$ cat config.mk
export PLATFORM = sky130hd
export DESIGN_NAME = qarma_stream_ctrl
export DESIGN_NICKNAME = d
export VERILOG_FILES = /design/src/rtl/qarma_stream_ctrl.sv
export SDC_FILE = /design/constraint.sdc
export NUM_CORES = 1
export LEC_CHECK = 0
export CAP_MARGIN = 25
export CORE_ASPECT_RATIO = 1.25
export CORE_UTILIZATION = 25
export CTS_BUF_LIST = sky130_fd_sc_hd__clkbuf_2
export DETAILED_ROUTE_END_ITERATION = 8
export PLACE_DENSITY = 0.5
export SYNTH_ARGS = -nofsm -noshare
export SYNTH_HDL_FRONTEND = slang
export SYNTH_SLANG_ARGS = --single-unit
$ cat constraint.sdc
create_clock -name clk -period 4.2 [get_ports clk]
set_input_delay 0.84 -clock clk [delete_from_list [all_inputs] [get_ports clk]]
set_output_delay 0.84 -clock clk [all_outputs]
set_load 0.02 [all_outputs]
$ cat src/rtl/qarma_stream_ctrl.sv
// Streaming valid/ready front-end for the registered QARMA-64 cipher: key holding, latency tracking, result FIFO.
// Optional completed-result counter on stat_cnt is enabled by defining QARMA_STREAM_STATS_EN.
module qarma_stream_ctrl #(
    parameter int CIPHER_LAT = 2,
    parameter int FIFO_DEPTH = 4,
    parameter int TAG_W      = 4
) (
    input  logic             clk,
    input  logic             rst,
    input  logic             key_we,
    input  logic [127:0]     key_in,
    output logic             key_busy,
    input  logic             s_valid,
    output logic             s_ready,
    input  logic             s_enc,
    input  logic [63:0]      s_p,
    input  logic [63:0]      s_t,
    input  logic [TAG_W-1:0] s_tag,
    output logic             m_valid,
    input  logic             m_ready,
    output logic [63:0]      m_c,
    output logic [TAG_W-1:0] m_tag,
    output logic             cq_enc,
    output logic [127:0]     cq_k,
    output logic [63:0]      cq_p,
    output logic [63:0]      cq_t,
    input  logic [63:0]      cq_c,
    output logic [31:0]      stat_cnt
);
    localparam int AW = $clog2(FIFO_DEPTH);
    localparam int OW = AW + 1;

    logic [127:0]     key_q;
    logic [CIPHER_LAT:0] vld;
    logic [TAG_W-1:0] tag_pipe [CIPHER_LAT+1];
    logic [63:0]      mem_c    [FIFO_DEPTH];
    logic [TAG_W-1:0] mem_tag  [FIFO_DEPTH];
    logic [AW-1:0]    wr_ptr;
    logic [AW-1:0]    rd_ptr;
    logic [OW-1:0]    occ;
    logic [31:0]      used;
    logic             accept;
    logic             push;
    logic             pop;

    // Credits in use: every in-flight request already owns a FIFO slot.
    always_comb begin
        used = 32'(occ);
        for (int i = 0; i <= CIPHER_LAT; i++) begin
            used = used + 32'(vld[i]);
        end
    end

    assign s_ready  = used < 32'(FIFO_DEPTH);
    assign accept   = s_valid & s_ready;
    assign push     = vld[CIPHER_LAT];
    assign m_valid  = occ != '0;
    assign pop      = m_valid & m_ready;
    assign key_busy = used != 32'd0;
    assign cq_k     = key_q;
    assign m_c      = m_valid ? mem_c[rd_ptr]   : '0;
    assign m_tag    = m_valid ? mem_tag[rd_ptr] : '0;

    always_ff @(posedge clk or negedge rst) begin
        if (!rst) begin
            key_q <= '0;
        end else if (key_we && !key_busy) begin
            key_q <= key_in;
        end
    end

    always_ff @(posedge clk or negedge rst) begin
        if (!rst) begin
            cq_enc <= 1'b0;
            cq_p   <= '0;
            cq_t   <= '0;
        end else if (accept) begin
            cq_enc <= s_enc;
            cq_p   <= s_p;
            cq_t   <= s_t;
        end
    end

    always_ff @(posedge clk or negedge rst) begin
        if (!rst) begin
            vld <= '0;
            for (int i = 0; i <= CIPHER_LAT; i++) begin
                tag_pipe[i] <= '0;
            end
        end else begin
            vld <= {vld[CIPHER_LAT-1:0], accept};
            if (accept) begin
                tag_pipe[0] <= s_tag;
            end
            for (int i = 1; i <= CIPHER_LAT; i++) begin
                tag_pipe[i] <= tag_pipe[i-1];
            end
        end
    end

    always_ff @(posedge clk) begin
        if (push) begin
            mem_c[wr_ptr]   <= cq_c;
            mem_tag[wr_ptr] <= tag_pipe[CIPHER_LAT];
        end
    end

    always_ff @(posedge clk or negedge rst) begin
        if (!rst) begin
            wr_ptr <= '0;
            rd_ptr <= '0;
            occ    <= '0;
        end else begin
            if (push) begin
                wr_ptr <= wr_ptr + AW'(1);
            end
            if (pop) begin
                rd_ptr <= rd_ptr + AW'(1);
            end
            case ({push, pop})
                2'b10:   occ <= occ + OW'(1);
                2'b01:   occ <= occ - OW'(1);
                default: occ <= occ;
            endcase
        end
    end

`ifdef QARMA_STREAM_STATS_EN
    always_ff @(posedge clk or negedge rst) begin
        if (!rst) begin
            stat_cnt <= '0;
        end else if (pop && stat_cnt != 32'hFFFF_FFFF) begin
            stat_cnt <= stat_cnt + 32'd1;
        end
    end
`else
    assign stat_cnt = '0;
`endif

endmodule

==> impl_results.md, run 1 <==
- VDD IR max: roughly 0.42 mV
- Gate power share: 49.5%
- Final min period: about 4100 ps
- Yosys top cell area share: 38.1%
- Psw: 0.00917 W
- Share of layout cells above drive strength 1: 24.2%
- Global-route wire length before repair: 98900 um
- Worst rel slew slack: 37.6%
- PortBufs: about 660
- Synth Flop Type: dfrtp_1
- Share of total power in the clock network: 16.2%
- Die Ht: 329 um
- Crit. End Element: primary output
- Ys async rst share: slightly above 50%
- Pin count of the biggest net entering global routing: 84
- Sequential Area: 15200 sq um
- Multi-input logic area: between 5000 and 6000 sq um
- Most area-consuming cells after synthesis: edfxtp_1, dfrtp_1, mux4_2, mux2_4, mux2_2
- Max clock buf depth: 3
- Post-synthesis cell count: 1075
- Hold Slack: 186 ps
- Yosys Warn Count: 0
- Skew final: 101 ps
- RSZ-0062 raised after global routing: yes
- Worst Hold Class: input pin to async pin
- Clk pin slew, worst setup/hold paths: 100 ps
- Seq cells post-synth: 551
- Status: completed
- Seq/Total Area, Yosys: 70.7%
- Unique cell type count in the Yosys netlist: 28
- Setup-failing EPs final: 0
- Drt initial violations: 462
- Startpoint types: flop
- Vias per cell: 4.11
- Sw Share: a little under two fifths
- GPL Wtd Cong: 0.764
- Arr. time, crit path: ~3300 ps
- Drt first pass iters: 5
- Final nets: approximately 2.5k
- Max Cap Viol: 0
- Root Buffer Master: clkbuf_2
- # clock sinks: 551
- Leakage power: 13.3 nW
- Die W: 264 um
- Initial antenna violation count: 27
- # rows: 119
- Setup Crit Path Kind: flop to primary output
- Post-route DRC: 0
- I/O pins: 690
- Max Clock Freq: 244 MHz
- Fin. Hold Viols: 0
- Via Count: 13.7k
- Fin Setup TNS: 0 ps
- DP Wirelength: between 40000 and 50000 um
- CTS tree: yes
- Synth cell count leaders: dfrtp_1, edfxtp_1, mux2_4
- Post-Syn Area per Cell: 19.9 sq um
- Met1 Use GR: between 10% and 20%
- Final period util: 97.6%
- GRT Resource Usage Total: 15.4%
- Tot Pwr: 0.0248 W
- Inst Count DP: around 2.8k
- Max-slew violation count: 0
- Grt peak-use layer: met2
- Cell Count, Final, Fillers Out: 3330
- Later-pin clock latency in the skew report: 1280 ps
- CP Max Fanout: 2
- Number of flops mapped to enable cells by yosys: ~270
- Vias in the first global route: 15.6k
- Cell internal pwr: between 0.015 and 0.02 W
- CTS Buf Count: 145
- Starting Density: 25.3%
- Seq pwr share: 34.2%
- H-tree depth: 4
- Cell with the most instances after synthesis: dfrtp_1
- WL/cell: slightly above 20 um
- Core footprint: 84600 sq um
- Fillers: 7917
- PwrDens: 747 nW/um^2
- Worst-Margin Slew: 937 ps
- Global route overflow: 0
- Post-DRT Antenna Nets: 0
- GR Layer Usage met2: 25.4%
- Met3 Use GR: 7.09%
- Cell Area, Synth: 21400 sq um
- Routed WL: 67100 um
- Final core utilization: 39.3%
- Critical Path RT: 3360 ps
- Synth area leader: edfxtp_1
- Die area: 86900 sq um
- P&R area growth vs syn: 55.0%
[power by group through the flow]
| stage | logic, W | registers, W | clock network, W |
|---|---|---|---|
| floorplan | 0.00542 | 0.00997 | 0 |
| global placement | 0.0123 | 0.00861 | 0 |
| detailed placement | 0.0124 | 0.00862 | 0 |
| CTS | 0.0125 | 0.00851 | 0.00426 |
| global route | 0.0130 | 0.00872 | 0.00450 |
| finish | 0.0123 | 0.00849 | 0.00403 |
[cells by family after synthesis]
logic type	after synthesis	synth area share [%]
flip-flops	551	70.7
multiplexers	330	22.7
buffers and inverters	91	3.17
other	1	0.0175
AO/OA/AOI/OAI	4	0.146
adder cells (fa/ha/maj)	10	0.689
XOR/XNOR	6	0.245
AND/OR/NAND/NOR	82	2.35
[worst max-delay path, stage by stage, from the launching register on]
cell,delay [ps]
dfrtp_1,410
fa_1,490
ha_2,200
fa_2,370
and3_4,190
or2_4,250
nand2_2,70
buf_6,110
[final timing paths]
kind	slack (ps)	to	from	cells past startpoint
setup / recovery	100	key_busy	vld[0]	7
min in group clk	250	cq_k[105]	key_in[105]	2
hold / removal	190	cq_k[21]	rst	2
setup reg to reg	1030	cq_t[57]	vld[0]	9
hold reg to reg	340	tag_pipe[2]	tag_pipe[6]	0
max in group asynchronous	2800	cq_k[34]	rst	3
[layer usage]
metal  up-vias  part of all wire [%]  wire, um
met5         -                 0.052        35
met4         6                   3.2      2180
met3       132                   9.9      6620
met2       585                    51     33900
met1      6851                    36     24300
li1       6107                     -         -
[state kept, by name, indices dropped and copies added, names as in the netlist]
register and flops:
cq_enc 1, cq_k 128, cq_p 64, cq_t 64
mem_c 256, mem_tag 16, occ 3, rd_ptr 2
tag_pipe 12, vld 3, wr_ptr 2
[per-stage QoR]
step / instance area, sq um / setup slack, ps
after detailed placement: 29300 / 693
final: 33200 / 102
after floorplan: 21500 / 1210
after global placement: 29300 / 662
after global routing: 33200 / -165
after CTS: 33100 / -222
[placed cells by master (no fill, tap or decap), types with 9 or more instances in the layout]
| cell | instances |
|---|---|
| clkbuf_2 | 207 |
| dlygate4sd3_1 | 240 |
| and2_1 | 69 |
| dfrtp_1 | 277 |
| buf_4 | 33 |
| conb_1 | 32 |
| edfxtp_1 | 272 |
| clkdlybuf4s50_1 | 586 |
| mux4_2 | 68 |
| diode_2 | 21 |
| clkinv_1 | 34 |
| mux2_1 | 79 |
| mux2_4 | 100 |
| dlygate4sd2_1 | 67 |
| buf_12 | 9 |
| mux2_2 | 82 |
[what timing repair did]
item	4_1_cts	5_1_grt
setup endpoints to repair	71	2
gates cloned	1	0
resized for setup	90	3
hold buffers	240	0
hold endpoints to repair	399	0
setup buffers	5	0
pin swaps	3	2
[cell type report]
class / instances / share of cell area [%]
tap: 1089 / 4.10
sequential: 551 / 45.6
inverter: 7 / 0.0791
clock inverter: 48 / 1.14
multi-input combinational: 464 / 17.4
antenna: 21 / 0.158
clock buffer: 207 / 3.12
timing repair buffer: 943 / 28.4
Power figures use the tool's default switching activity.
==> inputs of run 2 (changes only) <==
--- a/config.mk
+++ b/config.mk
@@ -11,6 +11,7 @@
 export CTS_BUF_LIST = sky130_fd_sc_hd__clkbuf_2
 export DETAILED_ROUTE_END_ITERATION = 8
 export PLACE_DENSITY = 0.5
+export SLEW_MARGIN = 25
 export SYNTH_ARGS = -nofsm -noshare
 export SYNTH_HDL_FRONTEND = slang
 export SYNTH_SLANG_ARGS = --single-unit
==> impl_results.md, run 2 (synthesized netlist as in run 1, its figures left out) <==
- Status: completed
- Crit-path max cell delay: 480 ps (about the same)
- Startpoint types: flop
- Worst path depth: 7 (unchanged)
- DP Wirelength: 46500 um (+0.17%)
- Fin. Hold Viols: 0 (unchanged)
- PortBufs: 657 (unchanged)
- Initial antenna violation count: 25 (-7.4%)
- Vias per cell: 4.09 (-0.33%)
- PwrDens: 741 nW/um^2 (-0.87%)
- # clock sinks: 551 (unchanged)
- Skew final: 75.3 ps (-25.3 ps)
- I/O pins: 690 (unchanged)
- Commonest cells after routing, fill and taps aside: clkdlybuf4s50_1, dfrtp_1, dlygate4sd3_1, edfxtp_1, clkbuf_2
- WL/cell: 20.0 um (-0.57%)
- Max FFs per register: 256 (unchanged)
- Global-route wire length before repair: 99400 um (+0.52%)
- Max clock buf depth: 3 (unchanged)
- Worst-path cell chain: fa_1 -> ha_2 -> fa_2 -> and3_4 -> or2_4 -> nand2_2 -> buf_6
- CP bufs+invs: 1 (unchanged)
- Global route overflow: 0 (unchanged)
- H-tree depth: 4 (unchanged)
- Die Ht: 329 um (unchanged)
- Starting Density: 25.3% (unchanged)
- Later-pin clock latency in the skew report: 1260 ps (-20 ps)
- Clk pin slew, worst setup/hold paths: 100 ps (about the same)
- Setup-failing EPs final: 0 (unchanged)
- Drt first pass iters: 4 (-1)
- Post-DRT Antenna Nets: 0 (unchanged)
- GPL Wtd Cong: 0.764 (unchanged)
- Arr. time, crit path: 3260 ps (about the same)
- Worst-Margin Slew: 929 ps (-8.01 ps)
- Critical Path RT: 3360 ps (about the same)
- Worst Hold Class: input pin to async pin
- Max-slew violation count: 0 (unchanged)
- Die area: 86900 sq um (unchanged)
- Worst rel slew slack: 38.1% (+0.53 points)
- RSZ-0062 raised after global routing: yes
- CP Max Fanout: 2 (unchanged)
- Pin count of the biggest net entering global routing: 81 (-3.6%)
- Multi-input logic area: 5760 sq um (about the same)
- Setup Crit Path Kind: flop to primary output
- Post-route cell area: 33500 sq um (+0.98%)
- Worst r2r path cells: 9 (unchanged)
- Sequential Area: 15200 sq um (unchanged)
- Final period util: 97.6% (about the same)
- GRT Resource Usage Total: 15.5% (+0.076 points)
- Root Buffer Master: clkbuf_2
- Vias in the first global route: 16.0k (+2.2%)
- Max Cap Viol: 0 (unchanged)
- Area after DPL: 29300 sq um (about the same)
- Final min period: 4100 ps (+0.587 ps)
- Max Clock Freq: 244 MHz (about the same)
- Fillers: 7981 (+0.81%)
- Final nets: 2496 (+1.8%)
- Die W: 264 um (unchanged)
- P&R area growth vs syn: 56.5%
- Fin Setup TNS: 0 ps (unchanged)
- Leakage power: 13.5 nW (+1.1%)
- Most flops, register: mem_c
- CTS tree: yes
- Post-route DRC: 0 (unchanged)
- # rows: 119 (unchanged)
- CTS Buf Count: 147 (+1.4%)
- Commonest non-fill, non-tap cell in the layout: clkdlybuf4s50_1
- Share of layout cells above drive strength 1: 25.3% (+1.2 points)
- Via Count: 13.8k (+0.77%)
- Drt initial violations: 444 (-3.9%)
- Core footprint: 84600 sq um (unchanged)
- VDD IR max: 0.450 mV (+7.6%)
- Routed WL: 67500 um (+0.54%)
- Delay-heaviest family, CP: adder cells
- Crit. End Element: primary output
- Slowest-stage cell, CP: fa_1
-- run 2: cell types whose count changed in the layout (fill, tap and decap cells not counted), sizes merged --
cell | before | now
clkdlybuf4s15 | 1 | 4
bufinv | 7 | 5
dlygate4sd3 | 240 | 272
clkbuf | 207 | 209
clkinv | 39 | 33
diode | 21 | 17
dlygate4sd2 | 67 | 43
buf | 49 | 80
clkinvlp | 0 | 3
inv | 9 | 11
-- run 2: per-stage QoR --
stage	setup WS, ps	hold WS [ps]	utilization [%]	power (W)	cells
floorplan	1210	331	-	0.0154	1106
global placement	662	334	34.6	0.0210	2807
detailed placement	660	335	34.6	0.0211	2808
CTS	-176	0.156	39.6	0.0253	3350
global route	-161	79.8	39.6	0.0263	3366
finish	102	196	39.6	0.0248	3367
-- run 2: final cells by class --
type / count / share of cell area [%]
multi-input combinational: 464 / 17.2
inverter: 7 / 0.0784
clock buffer: 209 / 3.12
timing repair buffer: 985 / 29.3
clock inverter: 45 / 0.974
sequential: 551 / 45.2
antenna: 17 / 0.127
tap: 1089 / 4.06
-- run 2: routing by layer --
metal | wire [um] | track usage (%)
met2 | 34200 | 25.9
met4 | 2180 | 8.09
met3 | 6470 | 7.20
met5 | 25 | 0
met1 | 24500 | 16.2
-- run 2: timing repair --
action | CTS | global route
cloned | 2 | 0
pin swaps | 1 | 0
hold endpoints to repair | 462 | 0
resized for setup | 162 | 0
setup buffers | 14 | 0
hold buffers | 272 | 0
endpoints found under the setup margin | 71 | 2
-- run 2: where the power goes --
group | internal, W | total, W | switching (W)
registers | 0.00756 | 0.00849 | 0.000931
clock network | 0.00165 | 0.00390 | 0.00225
logic | 0.00643 | 0.0124 | 0.00602
total | 0.0156 | 0.0248 | 0.00920
-- run 2: path summary, 6_finish.rpt --
check | slack (ps) | endpoint | start
worst min register to register | 350 | tag_pipe[3] | tag_pipe[7]
worst max register to register | 1020 | cq_k[88] | vld[0]
max in group asynchronous | 2830 | cq_k[87] | rst
worst min-delay path | 200 | cq_k[22] | rst
worst max-delay path | 100 | key_busy | vld[0]
min in group clk | 290 | mem_c[2][27] | cq_c[27]
==> inputs of run 3 (changes only) <==
--- a/config.mk
+++ b/config.mk
@@ -5,7 +5,8 @@
 export SDC_FILE = /design/constraint.sdc
 export NUM_CORES = 1
 export LEC_CHECK = 0
-export CAP_MARGIN = 25
+export ABC_CLOCK_PERIOD_IN_PS = 4200
+export CAP_MARGIN = 0
 export CORE_ASPECT_RATIO = 1.25
 export CORE_UTILIZATION = 25
 export CTS_BUF_LIST = sky130_fd_sc_hd__clkbuf_2
==> results of run 3 <==
The final DEF is identical to that of run 2; final timing and power are the same.
